<file path="src/rtl/icache.sv">
// Direct-mapped, read-only instruction cache with a line-refill FSM.
// A lookup is fully combinational against registered valid/tag/data arrays.
// A miss stalls the fetch and pulls one line from memory one beat at a time.
module icache #(
  parameter int WIDTH = 32,
  parameter int LINES = 16,
  parameter int WPL   = 4
) (
  input  logic             clk,
  input  logic             rst,
  input  logic [WIDTH-1:0] pc_fetch,
  input  logic             inv_all,
  output logic [WIDTH-1:0] instr_fetch,
  output logic             stall_pc,
  output logic             mem_req,
  output logic [WIDTH-1:0] mem_addr,
  input  logic [WIDTH-1:0] mem_rdata,
  input  logic             mem_rvalid
);

  // state     | meaning
  // ----------+-------------------------------------------------------------
  // S_IDLE    | lookups served; a miss latches the line address and starts a refill
  // S_REFILL  | mem_req held with a stable line address, beats written in order
  // S_FILL_DONE | single stall cycle after the last beat before lookups resume

  localparam int OFF_W    = $clog2(WPL);
  localparam int IDX_W    = $clog2(LINES);
  localparam int LINE_LSB = 2 + OFF_W;
  localparam int TAG_W    = WIDTH - LINE_LSB - IDX_W;
  localparam logic [OFF_W-1:0] LAST_BEAT = OFF_W'(WPL - 1);

  typedef enum logic [1:0] {
    S_IDLE      = 2'd0,
    S_REFILL    = 2'd1,
    S_FILL_DONE = 2'd2
  } state_t;

  state_t            state_q, state_d;
  logic [OFF_W-1:0]  beat_q, beat_d;
  logic              cancel_q, cancel_d;
  logic              mem_req_q, mem_req_d;
  logic [WIDTH-1:0]  mem_addr_q, mem_addr_d;
  logic [LINES-1:0]  valid_q, valid_d;

  // Tag and data storage carry no reset; the valid bits alone qualify them.
  logic [TAG_W-1:0]  tag_q  [LINES];
  logic [WIDTH-1:0]  data_q [LINES][WPL];

  logic [OFF_W-1:0]  pc_off;
  logic [IDX_W-1:0]  pc_idx;
  logic [TAG_W-1:0]  pc_tag;
  logic [IDX_W-1:0]  fill_idx;
  logic [TAG_W-1:0]  fill_tag;
  logic              hit;
  logic              beat_fire;
  logic              last_beat;
  logic              unused_bits;

  assign pc_off   = pc_fetch[LINE_LSB-1:2];
  assign pc_idx   = pc_fetch[LINE_LSB+IDX_W-1:LINE_LSB];
  assign pc_tag   = pc_fetch[WIDTH-1:LINE_LSB+IDX_W];

  // The latched refill address doubles as the write pointer for index and tag.
  assign fill_idx = mem_addr_q[LINE_LSB+IDX_W-1:LINE_LSB];
  assign fill_tag = mem_addr_q[WIDTH-1:LINE_LSB+IDX_W];

  assign unused_bits = ^{pc_fetch[1:0], mem_addr_q[LINE_LSB-1:0]};

  assign hit       = valid_q[pc_idx] && (tag_q[pc_idx] == pc_tag);
  assign beat_fire = (state_q == S_REFILL) && mem_rvalid;
  assign last_beat = beat_fire && (beat_q == LAST_BEAT);

  // Fetch side: only an IDLE hit lets the PC advance; stalled fetches read as zero.
  always_comb begin
    stall_pc    = (state_q != S_IDLE) || !hit;
    instr_fetch = '0;
    if (!stall_pc) begin
      instr_fetch = data_q[pc_idx][pc_off];
    end
  end

  assign mem_req  = mem_req_q;
  assign mem_addr = mem_addr_q;

  // Next-state, refill bookkeeping and valid-bit updates.
  always_comb begin
    state_d    = state_q;
    beat_d     = beat_q;
    cancel_d   = cancel_q;
    mem_req_d  = mem_req_q;
    mem_addr_d = mem_addr_q;
    valid_d    = valid_q;

    case (state_q)
      S_IDLE: begin
        if (!hit) begin
          state_d    = S_REFILL;
          mem_req_d  = 1'b1;
          mem_addr_d = {pc_fetch[WIDTH-1:LINE_LSB], {LINE_LSB{1'b0}}};
          beat_d     = '0;
          cancel_d   = 1'b0;
        end
      end
      S_REFILL: begin
        // An invalidate mid-refill must not be undone by this line completing.
        if (inv_all) begin
          cancel_d = 1'b1;
        end
        if (beat_fire) begin
          beat_d = beat_q + 1'b1;
          if (last_beat) begin
            state_d   = S_FILL_DONE;
            mem_req_d = 1'b0;
            cancel_d  = 1'b0;
          end
        end
      end
      S_FILL_DONE: begin
        state_d = S_IDLE;
      end
      default: begin
        state_d   = S_IDLE;
        mem_req_d = 1'b0;
      end
    endcase

    if (inv_all) begin
      valid_d = '0;
    end else if (last_beat && !cancel_q) begin
      valid_d[fill_idx] = 1'b1;
    end
  end

  // Control registers with synchronous reset; a reset aborts any refill in flight.
  always_ff @(posedge clk) begin
    if (rst) begin
      state_q    <= S_IDLE;
      beat_q     <= '0;
      cancel_q   <= 1'b0;
      mem_req_q  <= 1'b0;
      mem_addr_q <= '0;
      valid_q    <= '0;
    end else begin
      state_q    <= state_d;
      beat_q     <= beat_d;
      cancel_q   <= cancel_d;
      mem_req_q  <= mem_req_d;
      mem_addr_q <= mem_addr_d;
      valid_q    <= valid_d;
    end
  end

  // Line storage: one data word per accepted beat, tag written with the last beat.
  always_ff @(posedge clk) begin
    if (beat_fire && !rst) begin
      data_q[fill_idx][beat_q] <= mem_rdata;
    end
    if (last_beat && !rst) begin
      tag_q[fill_idx] <= fill_tag;
    end
  end

endmodule

</file>
<file path="config.mk">
export PLATFORM = sky130hd
export DESIGN_NAME = icache
export DESIGN_NICKNAME = d
export VERILOG_FILES = /design/src/rtl/icache.sv
export SDC_FILE = /design/constraint.sdc
export NUM_CORES = 2
export LEC_CHECK = 0
export ABC_AREA = 1
export CELL_PAD_IN_SITES_DETAIL_PLACEMENT = 0
export CELL_PAD_IN_SITES_GLOBAL_PLACEMENT = 2
export CORE_ASPECT_RATIO = 1.2
export CORE_MARGIN = 10
export CORE_UTILIZATION = 45
export DETAILED_ROUTE_END_ITERATION = 16
export HOLD_SLACK_MARGIN = 0.12
export PLACE_DENSITY_LB_ADDON = 0.1
export RECOVER_POWER = 25
export REMOVE_ABC_BUFFERS = 1
export SYNTH_ARGS = -nofsm -noshare
export SYNTH_HDL_FRONTEND = slang
export SYNTH_SLANG_ARGS = --single-unit
</file>
<file path="constraint.sdc">
create_clock -name clk -period 3.7 [get_ports clk]
set_input_delay 0.74 -clock clk [delete_from_list [all_inputs] [get_ports clk]]
set_output_delay 0.74 -clock clk [all_outputs]
set_load 0.005 [all_outputs]
</file>
Word-level counts from Yosys, hierarchy flattened
Memory sizes are Yosys's and may differ from the RTL's.
Cells that the tools add are included.
{"block": "classes", "n_addsub": 1, "magnitude_cmp": 6, "n_eq_ne": 7, "n_mux": 30, "n_bitwise": 5, "n_reduce_logical": 21}
{"operator": "2-to-1 mux 128 bit", "n": 1}
{"operator": "2-to-1 mux 32 bit", "n": 4}
{"operator": "binary-select mux 32 bit (select 2 bit)", "n": 1}
{"operator": "demux 32 bit (select 2 bit)", "n": 1}
{"operator": "== test 24 bit", "n": 1}
{"operator": "bitwise OR 16 bit", "n": 1}
{"operator": "2-to-1 mux 1 bit", "n": 12}
{"operator": "less-than comparator 4 x 5 -> 1 bit, second input constant", "n": 2}
{"operator": "2-to-1 mux 2 bit", "n": 5}
{"operator": "logical AND 1 bit", "n": 8}
{"operator": "one-hot mux 2 bit (2 select lines)", "n": 2}
{"operator": ">= comparator 3 bit, second input constant", "n": 2}
{"operator": "!= test 2 bit, second input constant", "n": 3}
{"operator": "NOT 2 -> 3 bit", "n": 2}
{"operator": "AND reduction 3 bit", "n": 2}
{"operator": "binary-select mux 1 bit (select 4 bit)", "n": 1}
{"operator": "demux 1 bit (select 4 bit)", "n": 1}
{"operator": "== test 2 bit, second input constant", "n": 2}
{"operator": ">= comparator 4 x 1 -> 1 bit, second input constant", "n": 1}
{"operator": "AND reduction 2 bit", "n": 2}
{"operator": "AND reduction 4 bit", "n": 1}
{"operator": "nonzero test 2 bit", "n": 2}
{"operator": "zero test 1 bit", "n": 3}
{"operator": "less-than comparator 3 x 1 -> 1 bit, second input constant", "n": 1}
{"operator": "other kinds (8)", "n": 9}
{"block": "word_totals", "regBits": 50, "ramBits": 2432, "in_bits": 68, "output_inout_bits": 66, "wordCells": 78, "mem_count": 2}
{"memory": "data_q", "depth": 16, "word_bits": 128, "rd": 1, "rd_ports_with_merged_regs": 0, "write_ports": 1, "line": "48", "source": "logic [WIDTH-1:0] data_q [LINES][WPL];"}
{"memory": "tag_q", "depth": 16, "word_bits": 24, "rd": 1, "rd_ports_with_merged_regs": 0, "write_ports": 1, "line": "47", "source": "logic [TAG_W-1:0] tag_q [LINES];"}

Logic depth before layout (Yosys ltp)
{"block": "depth", "depth_word": 6, "depth_mapped": 20, "depth_no_buf": 17}

Worst setup path after synthesis
Ideal clock, no wire load.
{"block": "synth_timing", "kind": "input to output", "from": "input pc_fetch[4]", "to": "output instr_fetch[25]", "arrival_time_ns": 2.564, "required_time_ns": 2.960, "setup_slack_ns": 0.396, "path_stages": 13, "path_buffers": 5, "path_cell_list": "inv_2 buf_2 buf_2 buf_2 buf_2 clkbuf_1 nand2_1 a32o_1 o211ai_1 o311ai_0 nand3_1 nand2_1 nor2_1"}
{"block": "synth_between", "elab_chain_len": 6, "word_cells_on_any_way": 12, "cone_classes": "eq/ne: 1; mux: 6; reduce/logical: 3; memory: 2"}
{"element": "start: declaration", "line": "11", "source": "input logic [WIDTH-1:0] pc_fetch,"}
{"element": "memory read (16 x 24 bit) / binary-select mux 1 bit (select 4 bit) (equally long branches)"}
{"element": "== test 24 bit / 2-to-1 mux 1 bit (equally long branches)", "line": "70", "source": "assign hit = valid_q[pc_idx] && (tag_q[pc_idx] == pc_tag);"}
{"element": "logical AND 1 bit", "line": "70"}
{"element": "zero test 1 bit"}
{"element": "logical OR 1 bit", "line": "76", "source": "stall_pc = (state_q != S_IDLE) || !hit;"}
{"element": "2-to-1 mux 32 bit (*)", "line": "78", "source": "if (!stall_pc) begin"}
{"element": "end: declaration", "line": "13", "source": "output logic [WIDTH-1:0] instr_fetch,"}
Mark *: on every way between the ends. The rest lies on a longest branch, timed or not. The select of a mux whose other input is x is not followed.

Worst setup path in the final report
{"block": "layout_timing", "from": "input pc_fetch[4]", "to": "output instr_fetch[22]"}
The elaborated chain is that of the path after synthesis.

==> reports/results.tsv <==
metric	value	unit
slew_viol_final	1222	
vias	66000	
seq_power_share	51.6	%
remaining_drc_errors	0	
clkPwrFrac	41.7	%
yosys.area.top_type	edfxtp_1	
outcome	finished with violations	
clock-sinks	2482	
grt_setup_unrepaired	true	
cp-end-kind	output pin	
drtIter0Drc	6432	
placed_cell_area	108000	sq um
final.setup.worst_slack	-0.523	ns
worstMarginPinSlew	3.01	ns
antenna_found_initial	12	
hold_ws	0.450	ns
placed_cells	10500	
design_area	117000	sq um
finalPower	60.2	mW
ys_warn_count	0	
cap_violations	21	
fp.dieW	447	microns
hold_viol	0	
dieArea	238000	sq um
wl_per_cell	30.4	microns
start_util	45.2	%
critPathLaunch	pc_fetch[4]	
period_share	114	%
grt_pass1_vias	64200	
grt_usage	27.4	%
numCtsBuffers	276	
p_leak	39.6	nW
rows	188	
r2r_end	mem_addr[16]	
ir_drop	0.473	mV
die_h	533	microns
antenna_violating_nets_post_route	0	
finClkSkew	0.0296	ns
internal_power	46.7	mW
area_growth	18.6	%
final_core_util	53.6	%
dp_slack	-1.34	ns
finalNonFillerCells	11000	
combPwrFrac	6.7	%
cts_root_buffer	clkbuf_16	
viasPerCell	6.03	
dp_hpwl	186000	microns
power.switching	13.5	mW
hp-class	reg2reg	
cts_tree	yes	
setup_viol	33	
core	218000	sq um
regToRegStartpoint	tag_q[12][9]	
wirelength	333000	microns
layout.nets	7986	
synthDistinctLibCells	34	
cp-endpoint	instr_fetch[22]	
clk_latency	0.92	ns
crit_required	2.96	ns
fin_crit	4.22	ns
clock_path_buffers	4	
reg2regPathDepth	16	
syn_inst	7482	
violations	max-capacitance violations, max-slew violations, negative setup slack	
fmax	237	MHz
mostFrequentLayoutCells	edfxtp_1, nand2_1, a21oi_1	
slew_headroom	-100	%
postCtsHoldBufs	0	
path_class	in2out	
cp_data_arrival_time	3.48	ns
drive_gt1_share	13.7	%
grt_first_pass_wirelength	471000	microns
setup_tns	-14.13	ns
clk_pin_slew_worst_paths	0.06	ns
synth.area.top_cells	edfxtp_1, nand2_1, a21oi_1, nand3_1, a221oi_1	
syn_area	98600	sq um
powerDensity	515	nW/um^2
io_buffer_count	127	
htreeDepth	5	
routabilityCongestion	0.826	
startpoint_type	input pin	
drt_first_pass_iters	5	
rrSetupSlack	1.01	ns
layout_commonest_cell	edfxtp_1	
synth_top_area_share	74.1	%
cp_max_fo	14	
switching_share	22.5	%
pin_count	134	
synth-seq-cells	2482	
grt_overflow_total	0	
seq_area_frac_synth	75.1	%
syn_area_per_cell	13.2	sq um
grt_max_degree	76	
worst min path at each step:
stage / endpoint / startpoint / cells past startpoint / slack, ns
2_1_floorplan: valid_q[1] / valid_q[1] / 2 / 0.43
3_3_place_gp: valid_q[6] / valid_q[6] / 2 / 0.44
3_5_place_dp: valid_q[6] / valid_q[6] / 2 / 0.44
4_1_cts: data_q[15][24] / mem_rdata[24] / 1 / 0.41
5_1_grt: mem_addr[28] / pc_fetch[28] / 3 / 0.47
6_report: valid_q[6] / valid_q[6] / 2 / 0.45
kinds of logic after synthesis:
kind of cell | synth area share, %
AO/OA/AOI/OAI | 11.4
flip-flops | 75.1
AND/OR/NAND/NOR | 10.4
buffers and inverters | 3.07
other | 0.00380
adder cells (fa/ha/maj) | 0.0508
cell type report:
type	count	area [sq um]
diodes	6	15.0
clock buffers	359	7400
clock inverters	100	608
fillers	18300	101000
inverters	171	692
multi-input cells	4277	22400
flip-flops and latches	2482	74000
well taps	2850	3570
repair buffers	705	8170
repair inverters	1	16.3
cell usage after synthesis, drive strengths merged:
cell type / number
a221oi: 192
inv: 169
a21oi: 701
nor4: 3
o221ai: 128
or2: 7
nor3: 3
a22oi: 1
a311o: 22
dfxtp: 50
buf: 204
nand3b: 7
clkbuf: 351
nor2: 445
conb: 1
o311ai: 64
nand2: 1647
o21ai: 325
edfxtp: 2432
o211ai: 109
a221o: 64
clkinv: 2
nand4: 4
and3: 2
ha: 4
nand3: 439
a32o: 106
worst max-delay path: stages:
cell,delay [ns]
buf_16,0.14
buf_12,0.24
buf_12,0.15
nor2_1,0.09
nor2_1,0.04
o21ai_1,0.06
nand3_1,0.10
nand2_2,0.11
nand2_2,0.05
nand2_2,0.07
nand2_4,0.10
nor4_4,0.42
and3_4,0.27
nand3_4,0.07
buf_12,0.17
buf_16,0.17
buf_6,0.15
nor2_4,0.07
buf_2,0.11
per-layer routing:
layer  global-route usage, %  part of all wire [%]  wire length, microns
met1                    36.1                    40                135000
met3                    4.13                   6.3                 21000
met4                    11.2                   4.8                 15900
met2                    45.3                    48                161000
met5                       0                0.0021                     7
registers in the layout, indices dropped and copies added (netlist names):
| signal | cells |
|---|---|
| beat_q | 2 |
| cancel_q | 1 |
| data_q | 2048 |
| mem_addr | 28 |
| mem_req | 1 |
| state_q | 2 |
| tag_q | 384 |
| valid_q | 16 |
power groups by stage:
stage	Combinational, mW	Sequential (mW)	Clock [mW]
global placement	3.88	31.6	0
global route	4.34	31.0	26.6
detailed placement	3.90	31.6	0
finish	4.03	31.0	25.1
floorplan	1.78	31.6	0
CTS	4.02	31.0	25.5
timing repair:
item | in CTS | in global routing
hold endpoints to repair | 0 | 0
pin swaps | 17 | 10
buffers inserted | 12 | 0
setup endpoints to repair | 33 | 33
gates resized for setup | 188 | 68
gates cloned | 13 | 1
Power figures use the tool's default switching activity.
